--- src/rtl/alu_pkg.sv ---
// Shared opcode constants, opcode legality helper and controller FSM state type.
package alu_pkg;

    localparam int unsigned OPW = 3;

    localparam logic [OPW-1:0] OP_AND = 3'b000;
    localparam logic [OPW-1:0] OP_OR  = 3'b001;
    localparam logic [OPW-1:0] OP_ADD = 3'b010;
    localparam logic [OPW-1:0] OP_SUB = 3'b110;

    typedef enum logic [1:0] {
        S_IDLE,
        S_EXEC,
        S_RESP
    } state_t;

    // True for the four opcodes the ALU officially supports.
    function automatic logic op_legal(input logic [OPW-1:0] op);
        logic ok;
        case (op)
            OP_AND, OP_OR, OP_ADD, OP_SUB: ok = 1'b1;
            default:                       ok = 1'b0;
        endcase
        return ok;
    endfunction

endpackage

--- src/rtl/alu_share_ctrl_rr_pick.sv ---
// rr_pick: combinational round-robin select starting at ptr.
module rr_pick #(
    parameter int unsigned NREQ = 2,
    parameter int unsigned IDW  = 1
) (
    input  logic [NREQ-1:0] valid,
    input  logic [IDW-1:0]  ptr,
    output logic [NREQ-1:0] gnt,
    output logic [IDW-1:0]  idx,
    output logic            any
);

    int unsigned cand;

    // First valid requester at or after ptr, wrapping modulo NREQ.
    always_comb begin
        gnt  = '0;
        idx  = '0;
        any  = 1'b0;
        cand = 0;
        for (int unsigned k = 0; k < NREQ; k++) begin
            cand = (32'(ptr) + k) % NREQ;
            if (!any && valid[IDW'(cand)]) begin
                any = 1'b1;
                idx = IDW'(cand);
                gnt = NREQ'(1) << cand;
            end
        end
    end

endmodule

--- src/rtl/yalu.sv ---
// yAlu: AND/OR/ADD/SUB ALU; op[2] inverts b for subtract, op[1:0] picks the result.
// op[1:0]=11 yields signed set-less-than; ex flags a zero result.
module yAlu #(
    parameter int unsigned W = 32
) (
    output logic [W-1:0] z,
    output logic         ex,
    input  logic [W-1:0] a,
    input  logic [W-1:0] b,
    input  logic [2:0]   op
);

    logic [W-1:0] b_eff;
    logic [W-1:0] sum;

    // Result mux over logic, arithmetic and compare paths.
    always_comb begin
        b_eff = op[2] ? ~b : b;
        sum   = a + b_eff + W'(op[2]);
        case (op[1:0])
            2'b00:   z = a & b;
            2'b01:   z = a | b;
            2'b10:   z = sum;
            default: z = W'($signed(a) < $signed(b));
        endcase
        ex = (z == '0);
    end

endmodule

--- src/rtl/alu_share_ctrl.sv ---
// alu_share_ctrl: shares one yAlu among NREQ requesters, round-robin, one op in flight.
// Optional macro ALU_OP_CHECK_EN: illegal opcodes return resp_err=1 with zero data.
module alu_share_ctrl
    import alu_pkg::*;
#(
    parameter int unsigned NREQ = 2,
    parameter int unsigned W    = 32,
    parameter int unsigned IDW  = (NREQ > 1) ? $clog2(NREQ) : 1
) (
    input  logic              clk,
    input  logic              rst_n,
    input  logic [NREQ-1:0]   req_valid,
    output logic [NREQ-1:0]   req_ready,
    input  logic [NREQ*W-1:0] req_a,
    input  logic [NREQ*W-1:0] req_b,
    input  logic [NREQ*3-1:0] req_op,
    output logic              resp_valid,
    input  logic              resp_ready,
    output logic [IDW-1:0]    resp_id,
    output logic [W-1:0]      resp_data,
    output logic              resp_ex,
    output logic              resp_err
);

    state_t           state;
    logic [IDW-1:0]   rr_ptr;
    logic [IDW-1:0]   cap_id;
    logic [W-1:0]     cap_a;
    logic [W-1:0]     cap_b;
    logic [OPW-1:0]   cap_op;

    logic [NREQ-1:0]  pick_gnt;
    logic [IDW-1:0]   pick_idx;
    logic             pick_any;
    logic [W-1:0]     sel_a;
    logic [W-1:0]     sel_b;
    logic [OPW-1:0]   sel_op;
    logic [W-1:0]     alu_z;
    logic             alu_ex;

    rr_pick #(.NREQ(NREQ), .IDW(IDW)) u_pick (
        .valid (req_valid),
        .ptr   (rr_ptr),
        .gnt   (pick_gnt),
        .idx   (pick_idx),
        .any   (pick_any)
    );

    // Operand/opcode mux for the current round-robin winner.
    always_comb begin
        sel_a  = '0;
        sel_b  = '0;
        sel_op = '0;
        for (int unsigned i = 0; i < NREQ; i++) begin
            if (pick_idx == IDW'(i)) begin
                sel_a  = req_a[i*W +: W];
                sel_b  = req_b[i*W +: W];
                sel_op = req_op[i*3 +: 3];
            end
        end
    end

    // Accept only while idle and out of reset.
    assign req_ready = (rst_n && (state == S_IDLE)) ? pick_gnt : '0;

    yAlu #(.W(W)) u_alu (
        .z  (alu_z),
        .ex (alu_ex),
        .a  (cap_a),
        .b  (cap_b),
        .op (cap_op)
    );

`ifndef ALU_OP_CHECK_EN
    assign resp_err = 1'b0;
`endif

    // Controller FSM: capture, execute, hold response until consumed.
    always_ff @(posedge clk) begin
        if (!rst_n) begin
            state      <= S_IDLE;
            rr_ptr     <= '0;
            cap_id     <= '0;
            cap_a      <= '0;
            cap_b      <= '0;
            cap_op     <= '0;
            resp_valid <= 1'b0;
            resp_id    <= '0;
            resp_data  <= '0;
            resp_ex    <= 1'b0;
`ifdef ALU_OP_CHECK_EN
            resp_err   <= 1'b0;
`endif
        end else begin
            case (state)
                S_IDLE: begin
                    if (pick_any) begin
                        cap_a  <= sel_a;
                        cap_b  <= sel_b;
                        cap_op <= sel_op;
                        cap_id <= pick_idx;
                        state  <= S_EXEC;
                    end
                end
                S_EXEC: begin
                    resp_id    <= cap_id;
                    resp_valid <= 1'b1;
`ifdef ALU_OP_CHECK_EN
                    if (op_legal(cap_op)) begin
                        resp_data <= alu_z;
                        resp_ex   <= alu_ex;
                        resp_err  <= 1'b0;
                    end else begin
                        resp_data <= '0;
                        resp_ex   <= 1'b0;
                        resp_err  <= 1'b1;
                    end
`else
                    resp_data  <= alu_z;
                    resp_ex    <= alu_ex;
`endif
                    state      <= S_RESP;
                end
                S_RESP: begin
                    if (resp_ready) begin
                        resp_valid <= 1'b0;
                        rr_ptr     <= IDW'((32'(cap_id) + 32'd1) % NREQ);
                        state      <= S_IDLE;
                    end
                end
                default: state <= S_IDLE;
            endcase
        end
    end

endmodule
--- config.mk ---
export PLATFORM = sky130hd
export DESIGN_NAME = alu_share_ctrl
export DESIGN_NICKNAME = d
export VERILOG_FILES = /design/src/rtl/alu_pkg.sv /design/src/rtl/alu_share_ctrl_rr_pick.sv /design/src/rtl/yalu.sv /design/src/rtl/alu_share_ctrl.sv
export SDC_FILE = /design/constraint.sdc
export NUM_CORES = 1
export LEC_CHECK = 0
export CELL_PAD_IN_SITES_DETAIL_PLACEMENT = 0
export CELL_PAD_IN_SITES_GLOBAL_PLACEMENT = 1
export CORE_UTILIZATION = 35
export CTS_CLUSTER_SIZE = 14
export DETAILED_ROUTE_END_ITERATION = 16
export PLACE_DENSITY = 0.76
export SYNTH_ARGS = -nofsm -noshare
export SYNTH_HDL_FRONTEND = slang
export SYNTH_HIERARCHICAL = 1
export SYNTH_SLANG_ARGS = --single-unit
--- constraint.sdc ---
create_clock -name clk -period 3.92 [get_ports clk]
set_input_delay 0.784 -clock clk [delete_from_list [all_inputs] [get_ports clk]]
set_output_delay 0.784 -clock clk [all_outputs]
set_load 0.005 [all_outputs]
Word level (Yosys, flattened, before mapping). Index checks and enable logic that the tools add are counted.

Input bits: 139. Memory bits (writable): 0. Memories: 0. Latch bits: 0. Output and inout port bits: 38. ROM bits: 0. Bits in registers: 106.

Muxes and demuxes: 21. Reduce and logical (&&, ||, !) cells: 11. Divide/modulo/power cells: 0. Shift-type cells: 2. Equal/unequal tests: 6. Bitwise operators: 3. Order comparisons: 3. $mul: 0. Add/subtract/negate cells: 4.

Operators with widths (count): 32-bit two-way mux (3); 32-bit one-hot mux with 3 select lines (1); 32-bit by 1-bit adder with 32-bit output (1); 32-bit adder (1); 32-bit AND (1); 32-bit logical NOT (1); 32-bit < comparator (1); 32-bit inverter (1); 32-bit bitwise OR (1); 2-bit two-way mux (5); 1-bit two-way mux (9); 2-bit AND reduction (4); 2-bit one-hot mux with 3 select lines (1); 2-bit by 1-bit equality test with 1-bit output, second input constant (2); 2-bit equality test, second input constant (2); 2-bit logical NOT (2); 1-bit by 2-bit < comparator with 1-bit output, second input constant (2); 2-bit != test, second input constant (2); 1-bit by 1-bit left shift with 2-bit output, first input constant (2); 3-bit two-way mux (1); 1-bit adder, second input constant (2); 1-bit logical AND (2); 1-bit one-hot mux with 2 select lines (1); 2-bit nonzero test (1); 1-bit logical NOT (1).

Longest topological paths before layout.
Depth in word-level cells: 8. Mapped depth: 17. Mapped depth without buffers: 15.

Hierarchy. The synthesis kept the hierarchy.

By module, submodules not included: yAlu (cells each 674, area each 4732.0 µm², times used 1, seq. area each 0.0 µm²); alu_share_ctrl (cells each 474, area each 4626.9 µm², times used 1, seq. area each 2122.0 µm²); rr_pick (cells each 5, area each 32.5 µm², times used 1, seq. area each 0.0 µm²).

Worst setup path before layout. OpenSTA, ideal clock, no wires.

Path kind: register to register. Start: register cap_op[2]. End: register resp_ex. Arrival time: 3685 ps. Period minus slack after synthesis: 3755 ps. Stages on the path, launching flop included: 18. Setup time: 70 ps. Required time: 3850 ps. Setup slack: 165 ps. Cells stage by stage: dfxtp_1 -> buf_2 -> buf_1 -> xor2_1 -> inv_1 -> fa_1 -> nand3b_1 -> a21oi_1 -> mux2i_1 -> o311ai_0 -> or4b_1 -> nor4_2 -> nand4bb_1 -> nor4b_2 -> nand4_1 -> nor2_1 -> nand2_1 -> a21boi_1.

Word-level cells in the longest chain between the ends: 5.

Ends and longest elaborated chain: start: declaration (line alu_share_ctrl.sv:30) `logic [OPW-1:0] cap_op;`; start signal: assignment (line alu_share_ctrl.sv:100) `cap_op <= sel_op;`; 32-bit two-way mux (line yalu.sv:18) `b_eff = op[2] ? ~b : b;`; 32-bit adder (line yalu.sv:19) `sum = a + b_eff + W'(op[2]);`; 32-bit by 1-bit adder with 32-bit output (*) (line yalu.sv:19); 32-bit one-hot mux with 3 select lines (*) (line yalu.sv:20) `case (op[1:0])`; net alu_z[6] (line alu_share_ctrl.sv:38) `logic [W-1:0] alu_z;`; 32-bit logical NOT (*) (line yalu.sv:26) `ex = (z == '0);`; net alu_ex (line alu_share_ctrl.sv:39) `logic alu_ex;`; end signal: assignment (line alu_share_ctrl.sv:120) `resp_ex <= alu_ex;`; end: declaration (line alu_share_ctrl.sv:21) `output logic resp_ex,`.

The timed path passes the listed nets; every way through them passes the cells marked *. A chain may end at the register's enable or synchronous reset.

Worst setup path after layout.
Start: register cap_b[1]. End: register resp_ex.

Word-level cells in the longest chain between the ends: 6. Elaborated cells on any way between the ends: 9. Classes of those cells: 2 x add/sub; 1 x order compare; 2 x mux; 3 x bitwise; 1 x reduce/logical.

Ends and longest elaborated chain: start: declaration (line alu_share_ctrl.sv:29) `logic [W-1:0] cap_b;`; start signal: assignment (line alu_share_ctrl.sv:99) `cap_b <= sel_b;`; 32-bit inverter (line yalu.sv:18); 32-bit two-way mux (*) (line yalu.sv:18); 32-bit adder (*) (line yalu.sv:19); 32-bit by 1-bit adder with 32-bit output (*) (line yalu.sv:19); 32-bit one-hot mux with 3 select lines (*) (line yalu.sv:20); net alu_z[6] (line alu_share_ctrl.sv:38); 32-bit logical NOT (*) (line yalu.sv:26); net alu_ex (line alu_share_ctrl.sv:39).

Marked as above.

==> results.json <==
{
  "grt_pass1_vias": 7931,
  "antenna_cells": 0,
  "finalNonFillerCells": 1646,
  "nFillCells": 2643,
  "syn_nets": 1426,
  "cts_tree": "built",
  "insertion_delay_ns": 0.36,
  "period_share_pct": 93.6,
  "ir_drop_mv": 0.204,
  "cts_root_buf": "clkbuf_16",
  "mostFrequentLayoutCell": "nand2_1",
  "r2r_cells": 15,
  "drc": 7,
  "synth_ff_type": "dfxtp_1",
  "clk_pin_slew_ns": 0.08,
  "max_freq_ghz": 0.273,
  "viasPerCell": 5.21,
  "synth_top_family_by_area": "compound AO/OA/AOI/OAI gates",
  "drt_iter0_drc": 740,
  "status": "finished, violations left",
  "arrival_ns": 3.96,
  "skew_ns": 0.0128,
  "avgSynthCellArea_um2": 8.15,
  "tightest_slew_ns": 1.18,
  "cts.sinks": 106,
  "synthTopCellsByArea": "dfxtp_1, ha_1, mux2i_1",
  "cp-end-kind": "flop",
  "path_max_fanout": 4,
  "finalWorstSetupSlack_ns": 0.252,
  "num-nets-final": 1580,
  "ant_nets": 0,
  "dr.pass1.iters": 11,
  "ys_seq_elements": 106,
  "synth_edf_count": 0,
  "ff2ff_setup_slack_ns": 0.25,
  "max_cap_viol_count": 0,
  "power_density_nw_per_um2": 363,
  "io_pins": 177,
  "synthCells": 1153,
  "layout_common_cells": "nand2_1, clkdlybuf4s50_1, ha_1",
  "clock_path_buffers": 2,
  "synth_compound_area_share_pct": 23.7,
  "drv_slew": 0,
  "startpoint_type": "flop",
  "critPathKind": "flop to flop",
  "grt_max_degree": 137,
  "drive_above_1_share_pct": 5.34,
  "syn-cell-area_um2": 9390,
  "min_period_ns": 3.67,
  "rsz0062_at_grt": "no",
  "die_h_um": 166,
  "synth_top_area_share_pct": 22.6,
  "hold_depth": 2,
  "detailed_place_hpwl_um": 22000,
  "yosysTopAreaCell": "dfxtp_1",
  "p_leak_nw": 5.55,
  "hold_viol_final": 0,
  "ys_seq_area_share_pct": 22.6,
  "rows": 59,
  "grt_pass1_wl_um": 43600,
  "min_from": "resp_data[20]$_SDFFE_PN0P_",
  "cts_hold_buf": 0,
  "rr_startpoint": "cap_b[1]$_SDFFE_PN0P_",
  "dieArea_um2": 27500,
  "maxSlewHeadroom_pct": 20.8,
  "grt_overflow": 0,
  "setup_tns_ns": 0,
  "place_inst": 1631,
  "htreeDepth": 3,
  "place_congestion": 0.922,
  "antenna_found_initial": 0,
  "port_buffers": 175,
  "vias": 8569,
  "numCtsBuffers": 9,
  "cts_resized": 0,
  "setup_violations": 0,
  "synthAdderAreaFrac_pct": 17.9,
  "hold_path_class": "flop to flop",
  "synthSimpleGateAreaFrac_pct": 15.3,
  "pre_cts_ws_ns": 0.0482,
  "die_w_um": 166,
  "cts_setup_buffers": 0,
  "synthArstFlopShare_pct": 0,
  "grt_usage_pct": 19.8,
  "rr_endpoint": "resp_ex$_SDFFE_PN0P_",
  "wl_per_cell_um": 16.6,
  "coreArea_um2": 26200,
  "yosysWarningCount": 6,
  "violations": "design-rule violations",
  "wl_um": 27400,
  "ys_types": 69,
  "min_to": "resp_data[20]$_SDFFE_PN0P_",
  "syn2layout_area_growth_pct": 25.6,
  "synthMuxAreaShare_pct": 8.15,
  "start_util_pct": 35.8,
  "synth_xor_area_share_pct": 4.57,
  "cp.required_ns": 4.21
}
-- worst max-delay path, cell delays in order (launching register included) --
cell and delay [ns]:
dfxtp_1 0.40, xor2_1 0.20, inv_1 0.08, fa_1 0.43, nand3b_1 0.26, a21oi_1 0.23
mux2i_1 0.20, o311ai_0 0.18, or4b_1 0.60, nor4_4 0.19, nand4bb_1 0.17, nor4b_2 0.29
nand4_1 0.10, nor2_1 0.11, nand2_1 0.05, a21boi_1 0.11
-- synth_stat cells, types with 11 or more instances --
| library cell | n |
|---|---|
| buf_2 | 22 |
| nand2_1 | 193 |
| nand4_1 | 11 |
| a21oi_1 | 58 |
| nand3_1 | 13 |
| a21boi_1 | 30 |
| nor2_1 | 41 |
| xor2_1 | 41 |
| o211a_1 | 67 |
| mux2i_1 | 74 |
| o21ai_0 | 50 |
| ha_1 | 133 |
| dfxtp_1 | 106 |
| clkbuf_1 | 24 |
| inv_1 | 94 |
-- kinds of logic (layout without fill, tap and decap cells) --
family,count (synthesis),after routing
AND/OR/NAND/NOR,319,319
XOR/XNOR,49,49
adder cells (fa/ha/maj),134,134
AO/OA/AOI/OAI,307,307
buffers and inverters,161,319
flip-flops,106,106
multiplexers,76,76
other,1,1
-- flip-flops by register name (all words and copies together) (netlist names) --
signal / cells
cap_op: 3
rr_ptr: 1
resp_valid: 1
resp_ex: 1
cap_id: 1
resp_data: 32
cap_b: 32
resp_id: 1
state: 2
cap_a: 32
-- metrics by stage --
stage | instance area, um2 | util, % | hold WS, ns | total power, mW
2_1_floorplan | 9390 | - | 0.437 | 2.67
3_3_place_gp | 11500 | 43.9 | 0.443 | 3.37
3_5_place_dp | 11500 | 43.9 | 0.446 | 3.38
4_1_cts | 11800 | 44.9 | 0.457 | 4.29
5_1_grt | 11800 | 45.0 | 0.475 | 4.59
6_report | 11800 | 45.0 | 0.453 | 4.28
-- routing by layer --
metal | track usage, % | routed length [um] | up-vias | share of wire [%]
li1 | - | - | 4352 | -
met1 | 30.8 | 14800 | 3955 | 54
met2 | 28.5 | 11000 | 240 | 40
met3 | 2.29 | 1230 | 22 | 4.5
met4 | 5.08 | 415 | 0 | 1.5
met5 | 0 | 0 | - | 0
-- layout make-up --
type | count | area [um2] | share of cell area [%]
tap | 335 | 419 | 3.55
clock inverter | 6 | 50.0 | 0.424
inverter | 94 | 353 | 2.99
timing repair buffer | 210 | 2030 | 17.3
multi-input combinational | 886 | 6590 | 55.9
sequential | 106 | 2120 | 18.0
clock buffer | 9 | 225 | 1.91
-- worst max-delay path by stage --
stage	from	endpoint	slack, ns	depth (start not counted)
floorplan	cap_op[2]$_SDFFE_PN0P_	resp_ex$_SDFFE_PN0P_	0.17	17
global placement	cap_op[2]$_SDFFE_PN0P_	resp_ex$_SDFFE_PN0P_	0.14	15
detailed placement	cap_op[2]$_SDFFE_PN0P_	resp_ex$_SDFFE_PN0P_	0.05	15
CTS	cap_op[2]$_SDFFE_PN0P_	resp_ex$_SDFFE_PN0P_	0.02	15
global route	cap_op[2]$_SDFFE_PN0P_	resp_ex$_SDFFE_PN0P_	0.003	15
finish	cap_b[1]$_SDFFE_PN0P_	resp_ex$_SDFFE_PN0P_	0.25	15
-- power breakdown --
group	switching, mW	leakage [nW]	total [mW]	internal, mW
clock network	0.448	0.134	0.886	0.438
logic	1.14	4.54	2.04	0.897
registers	0.164	0.874	1.35	1.19
total	1.76	5.55	4.28	2.52
Note: power is estimated with default switching activity, not from simulation.
==> patch 1 (same flow settings) <==
Reset style: asynchronous (`rst_n`), changed in one clocked block.
--- a/src/rtl/alu_share_ctrl.sv
+++ b/src/rtl/alu_share_ctrl.sv
@@ -77,5 +77,5 @@
 
     // Controller FSM: capture, execute, hold response until consumed.
-    always_ff @(posedge clk) begin
+    always_ff @(posedge clk or negedge rst_n) begin
         if (!rst_n) begin
             state      <= S_IDLE;
Formal check against the unedited RTL: differs if rst_n is asserted again (counterexample within 4 cycles, from zero or initial values and one cycle with rst_n low); with rst_n held inactive, the same outputs for 4 cycles.
==> patch 1 against the original RTL <==
  * Count of clock-buffer cells in the layout is 1 higher
  * Final area rose by 3.4%
  * Worst hold slack improved by 39 ps
  * Sequential cell count is the same
  * Wire length fell by 1.2%
  * Area after synthesis up 1.7%
  * Setup slack got worse by 14 ps
  * Critical path depth fell by 1
  * Global-route usage is 0.064 points higher
  * Clock skew grew 2.5 ps
  * Critical path type unchanged
Power is not shown: default switching activity piles up to over one toggle a cycle in this logic, so the estimate is an artifact.
==> patch 1: results (changes against the original RTL) <==
| Metric | Value |
|---|---|
| Dpl cell area | 11,800 um2 (+2.8%) |
| CLK BUF | 10 (+1) |
| WP data arrival | 3990 ps (+30 ps) |
| Compound-Gate Fraction of Synth Area | 13.4% (-10 points) |
| Wl on met1 | 12.9 mm (-13%) |
| Grt met1 use | 27.4% (-3.3 points) |
| Post-synthesis mux area share | 21.0% (+13 points) |
| Main synth FF type | dfrtp_1 |
| Total global-route track usage | 19.9% (+0.064 points) |
| Syn nets | 1,261 (-12%) |
| GP Congestion | 0.920 (-0.24%) |
| Ranking of synthesized cells by area | dfrtp_1 28%, mux2_2 20%, ha_1 17% |
| Final nets | 1,441 (-8.8%) |
| Met3 GRT Util | 3.50% (+1.2 points) |
| Top cells by count, synth | 170 x mux2_2, 133 x ha_1, 106 x dfrtp_1, 95 x inv_1 |
| CP max stage cell | a211oi_4 |
| Met2 Track Usage GR | 32.7% (+4.3 points) |
| XOR/XNOR Fraction of Synth Area | 4.49% (-0.077 points) |
| Share of synthesized registers carrying an async set or reset | 100% (+100 points) |
| Post-synthesis sequential area ratio | 27.8% (+5.2 points) |
| Post-DP HPWL | 21.3 mm (-2.8%) |
| Buffering overhead | 16.8% (-0.43 points) |
| Largest net degree at the start of global routing | 69 (-50%) |
| Avg Inst Size Synth | 9.67 um2 (+19%) |
| Routed met2 length | 12.6 mm (+15%) |
| Yosys warns | 6 (unchanged) |
| Worst slack at placement | 147 ps (+98.8 ps) |
| Cell variety after synth | 68 (-1.4%) |
| Crit Path Max Fanout | 17 (+13) |
| Share of layout cells above drive strength 1 | 21.4% (+16 points) |
| Reg area | 2650 um2 (+25%) |
| R2r startpoint | cap_op[2]$_DFFE_PN0P_ |
| Post-layout util | 45.4% (+0.38 points) |
| Slew @ Worst Pin | 850 ps (-333 ps) |
| Worst clock skew | 15.3 ps (+2.50 ps) |
| Total number of vias | 7,827 (-8.7%) |
| Fin cells | 1,514 (-8.0%) |
| First-pass GRT wire length | 43.7 mm (about the same) |
| ClkCell Share | 2.49% (+0.16 points) |
| Multi-In Gates | 744 (-16%) |
| Adder-cell share of the synthesized area | 17.6% (-0.30 points) |
| Total routed wirelength | 27.1 mm (-1.2%) |
| Bufs w/o clock | 212 (+0.95%) |
| Inverter count | 95 (+1.1%) |
| Die W | 167 um (+0.84%) |
| Slowest stage delay, CP | 440 ps (-160 ps) |
| Met3 wire length | 1.21 mm (-1.4%) |
| Outcome | finished, final reports clean |
[patch 1: cell types whose count changed after synthesis, sizes merged, moves of 2 or more]
cell    unedited run  this run
mux2               1       170
nand2            193        57
dfrtp              0       106
dfxtp            106         0
o211a             67         0
mux2i             75         9
a21boi            38         5
buf               43        29
clkbuf            24        14
o21ai             60        56
nand2b             8         6
nand3             13        11
[patch 1: final timing paths]
| kind | to | slack [ps] | cells past startpoint |
|---|---|---|---|
| worst min-delay path | rr_ptr$_DFFE_PN0P_ | 490 | 1 |
| worst min register to register | rr_ptr$_DFFE_PN0P_ | 490 | 1 |
| max in group asynchronous | cap_op[2]$_DFFE_PN0P_ | 2040 | 3 |
| worst max-delay path | resp_ex$_DFFE_PN0P_ | 240 | 14 |
| worst max register to register | resp_ex$_DFFE_PN0P_ | 240 | 14 |
| min in group asynchronous | cap_a[22]$_DFFE_PN0P_ | 570 | 2 |
==> patch 2 (config.mk and constraints unchanged) <==
Without the edit above. `W` is set to 32 in 2 places; all go to 48.
--- a/src/rtl/yalu.sv
+++ b/src/rtl/yalu.sv
@@ -2,5 +2,5 @@
 // op[1:0]=11 yields signed set-less-than; ex flags a zero result.
 module yAlu #(
-    parameter int unsigned W = 32
+    parameter int unsigned W = 48
 ) (
     output logic [W-1:0] z,
--- a/src/rtl/alu_share_ctrl.sv
+++ b/src/rtl/alu_share_ctrl.sv
@@ -5,5 +5,5 @@
 #(
     parameter int unsigned NREQ = 2,
-    parameter int unsigned W    = 32,
+    parameter int unsigned W    = 48,
     parameter int unsigned IDW  = (NREQ > 1) ? $clog2(NREQ) : 1
 ) (
Ports: changed (resized req_a, req_b and resp_data); port bits go from 177 to 257. No check against the original RTL was run, so the function may have changed too.
==> patch 2 against the original RTL <==
  * The run ends with setup timing left
  * Combinational power grew 110%
  * Wire length grew 86%
  * Power is 88% higher
  * Fmax decreased by 8.8%
  * Critical path depth is 3 higher
  * Final cell count is 67% higher
  * Sequential cell count rose by 48
  * Global-route usage grew 4.5 points
  * Clock power is 100% higher
  * Setup slack got worse by 360 ps
  * Final area grew 71%
  * Area after synthesis grew 54%
  * Count of clock-buffer cells in the layout increased by 10
==> patch 2: results (changes against the original RTL) <==
| Metric | Value |
|---|---|
| Outcome | complete, but fails checks |
| Violated checks | setup timing |
| Worst slack at placement | -339 ps (-387 ps) |
| Post-synthesis mux area share | 8.64% (+0.48 points) |
| Top cells by count, synth | 280 x nand2_1, 194 x ha_1, 154 x dfxtp_1, 140 x inv_1, 121 x mux2i_1 |
| Cell variety after synth | 82 (+19%) |
| Slew @ Worst Pin | 871 ps (-312 ps) |
| Setup_tns | -103 ps (-103 ps) |
| Total global-route track usage | 24.3% (+4.5 points) |
| CP max stage cell | or3_4 |
| GP Congestion | 0.957 (+3.8%) |
| VDD IR-drop max | 0.258 mV (+26%) |
| Htree depth | 4 (+1) |
| WP data arrival | 4420 ps (+460 ps) |
| CTS buffer count | 17 (+8) |
| Worst clock skew | 10.4 ps (-2.37 ps) |
| Min setup slack post-route | -103 ps (-356 ps) |
| Initial DRC Count | 920 (+24%) |
| Final nets | 2,616 (+66%) |
| CP startpoint | cap_op[2]$_SDFFE_PN0P_ |
| Largest regs | cap_a x48, cap_b x48, resp_data x48 |
| Slowest stage delay, CP | 420 ps (-180 ps) |
| Antenna violations before repair | 1 (+1) |
| Worst hold path startpoint | resp_data[44]$_SDFFE_PN0P_ |
| Post-DP HPWL | 41.0 mm (+87%) |
| Dpl cell area | 19,000 um2 (+65%) |
| Crit Path Max Fanout | 7 (+3) |
| Adder-cell share of the synthesized area | 17.0% (-0.96 points) |
| XOR/XNOR Fraction of Synth Area | 4.56% (-0.013 points) |
| Fillers | 3,927 (+49%) |
| Dpl cells | 2,704 (+66%) |
| Leakage | 9.64 nW (+74%) |
| Setup violators final | 1 (+1) |
| Largest net degree at the start of global routing | 122 (-11%) |
| Clock latency on the worst-skew pair | 460 ps (+100 ps) |
| Share of layout cells above drive strength 1 | 18.0% (+13 points) |
| Syn nets | 2,164 (+52%) |
| TritonRoute pass-1 iters | 7 (-4) |
| Ranking of synthesized cells by area | dfxtp_1 21%, ha_1 17%, mux2i_1 8.4% |
| Compound-Gate Fraction of Synth Area | 23.7% (about the same) |
| Cells after Synth | 1,766 (+53%) |
| Post-synthesis sequential area ratio | 21.4% (-1.2 points) |
| First-pass GRT wire length | 78.3 mm (+79%) |
==> patch 2: cells by family (layout without fill, tap and decap cells) <==
logic type | count (synthesis) | in the layout
xor+xnor | 75 | 75
fa+ha+maj | 195 | 195
buf+inv | 250 | 715
compound gates | 468 | 468
other cells | 1 | 1
simple gates | 499 | 499
flops | 154 | 154
mux | 124 | 124
==> patch 2: area by class of cell <==
type,count,area (um2),share of cell area (%)
multi-input combinational,1362,10500,51.7
inverter,140,526,2.60
clock buffer,19,433,2.14
timing repair buffer,543,4870,24.1
tap,525,657,3.25
sequential,154,3090,15.3
clock inverter,13,195,0.965
==> patch 2: routing by layer <==
metal	track usage [%]	routed length (um)	vias up
met3	4.26	3000	65
met2	36.1	21800	424
li1	-	-	7118
met5	1.55	82	-
met4	7.01	951	2
met1	35.2	25200	6788
==> patch 2: timing repair <==
action,4_1_cts,5_1_grt
setup endpoints to repair,3,4
gates cloned,2,1
pin swaps,41,10
setup buffers,17,1
gates resized for setup,78,16
==> patch 2: power breakdown <==
part           switching, mW  total, mW  internal, mW
clock                  0.732       1.80          1.07
sequential             0.200       1.93          1.73
combinational           2.25       4.31          2.06
==> patch 2: final timing paths <==
path                                 to  slack, ps  cells after the start
max                resp_ex$_SDFFE_PN0P_       -100                     18
min          resp_data[44]$_SDFFE_PN0P_        450                      2
max reg2reg        resp_ex$_SDFFE_PN0P_       -100                     18
min reg2reg  resp_data[44]$_SDFFE_PN0P_        450                      2
==> patch 2: worst min-delay path: cells and delay by family (launching register included) <==
| kind | cells | cell delay, ps |
|---|---|---|
| flip-flops | 1 | 310 |
| AO/OA/AOI/OAI | 1 | 50 |
| AND/OR/NAND/NOR | 1 | 50 |
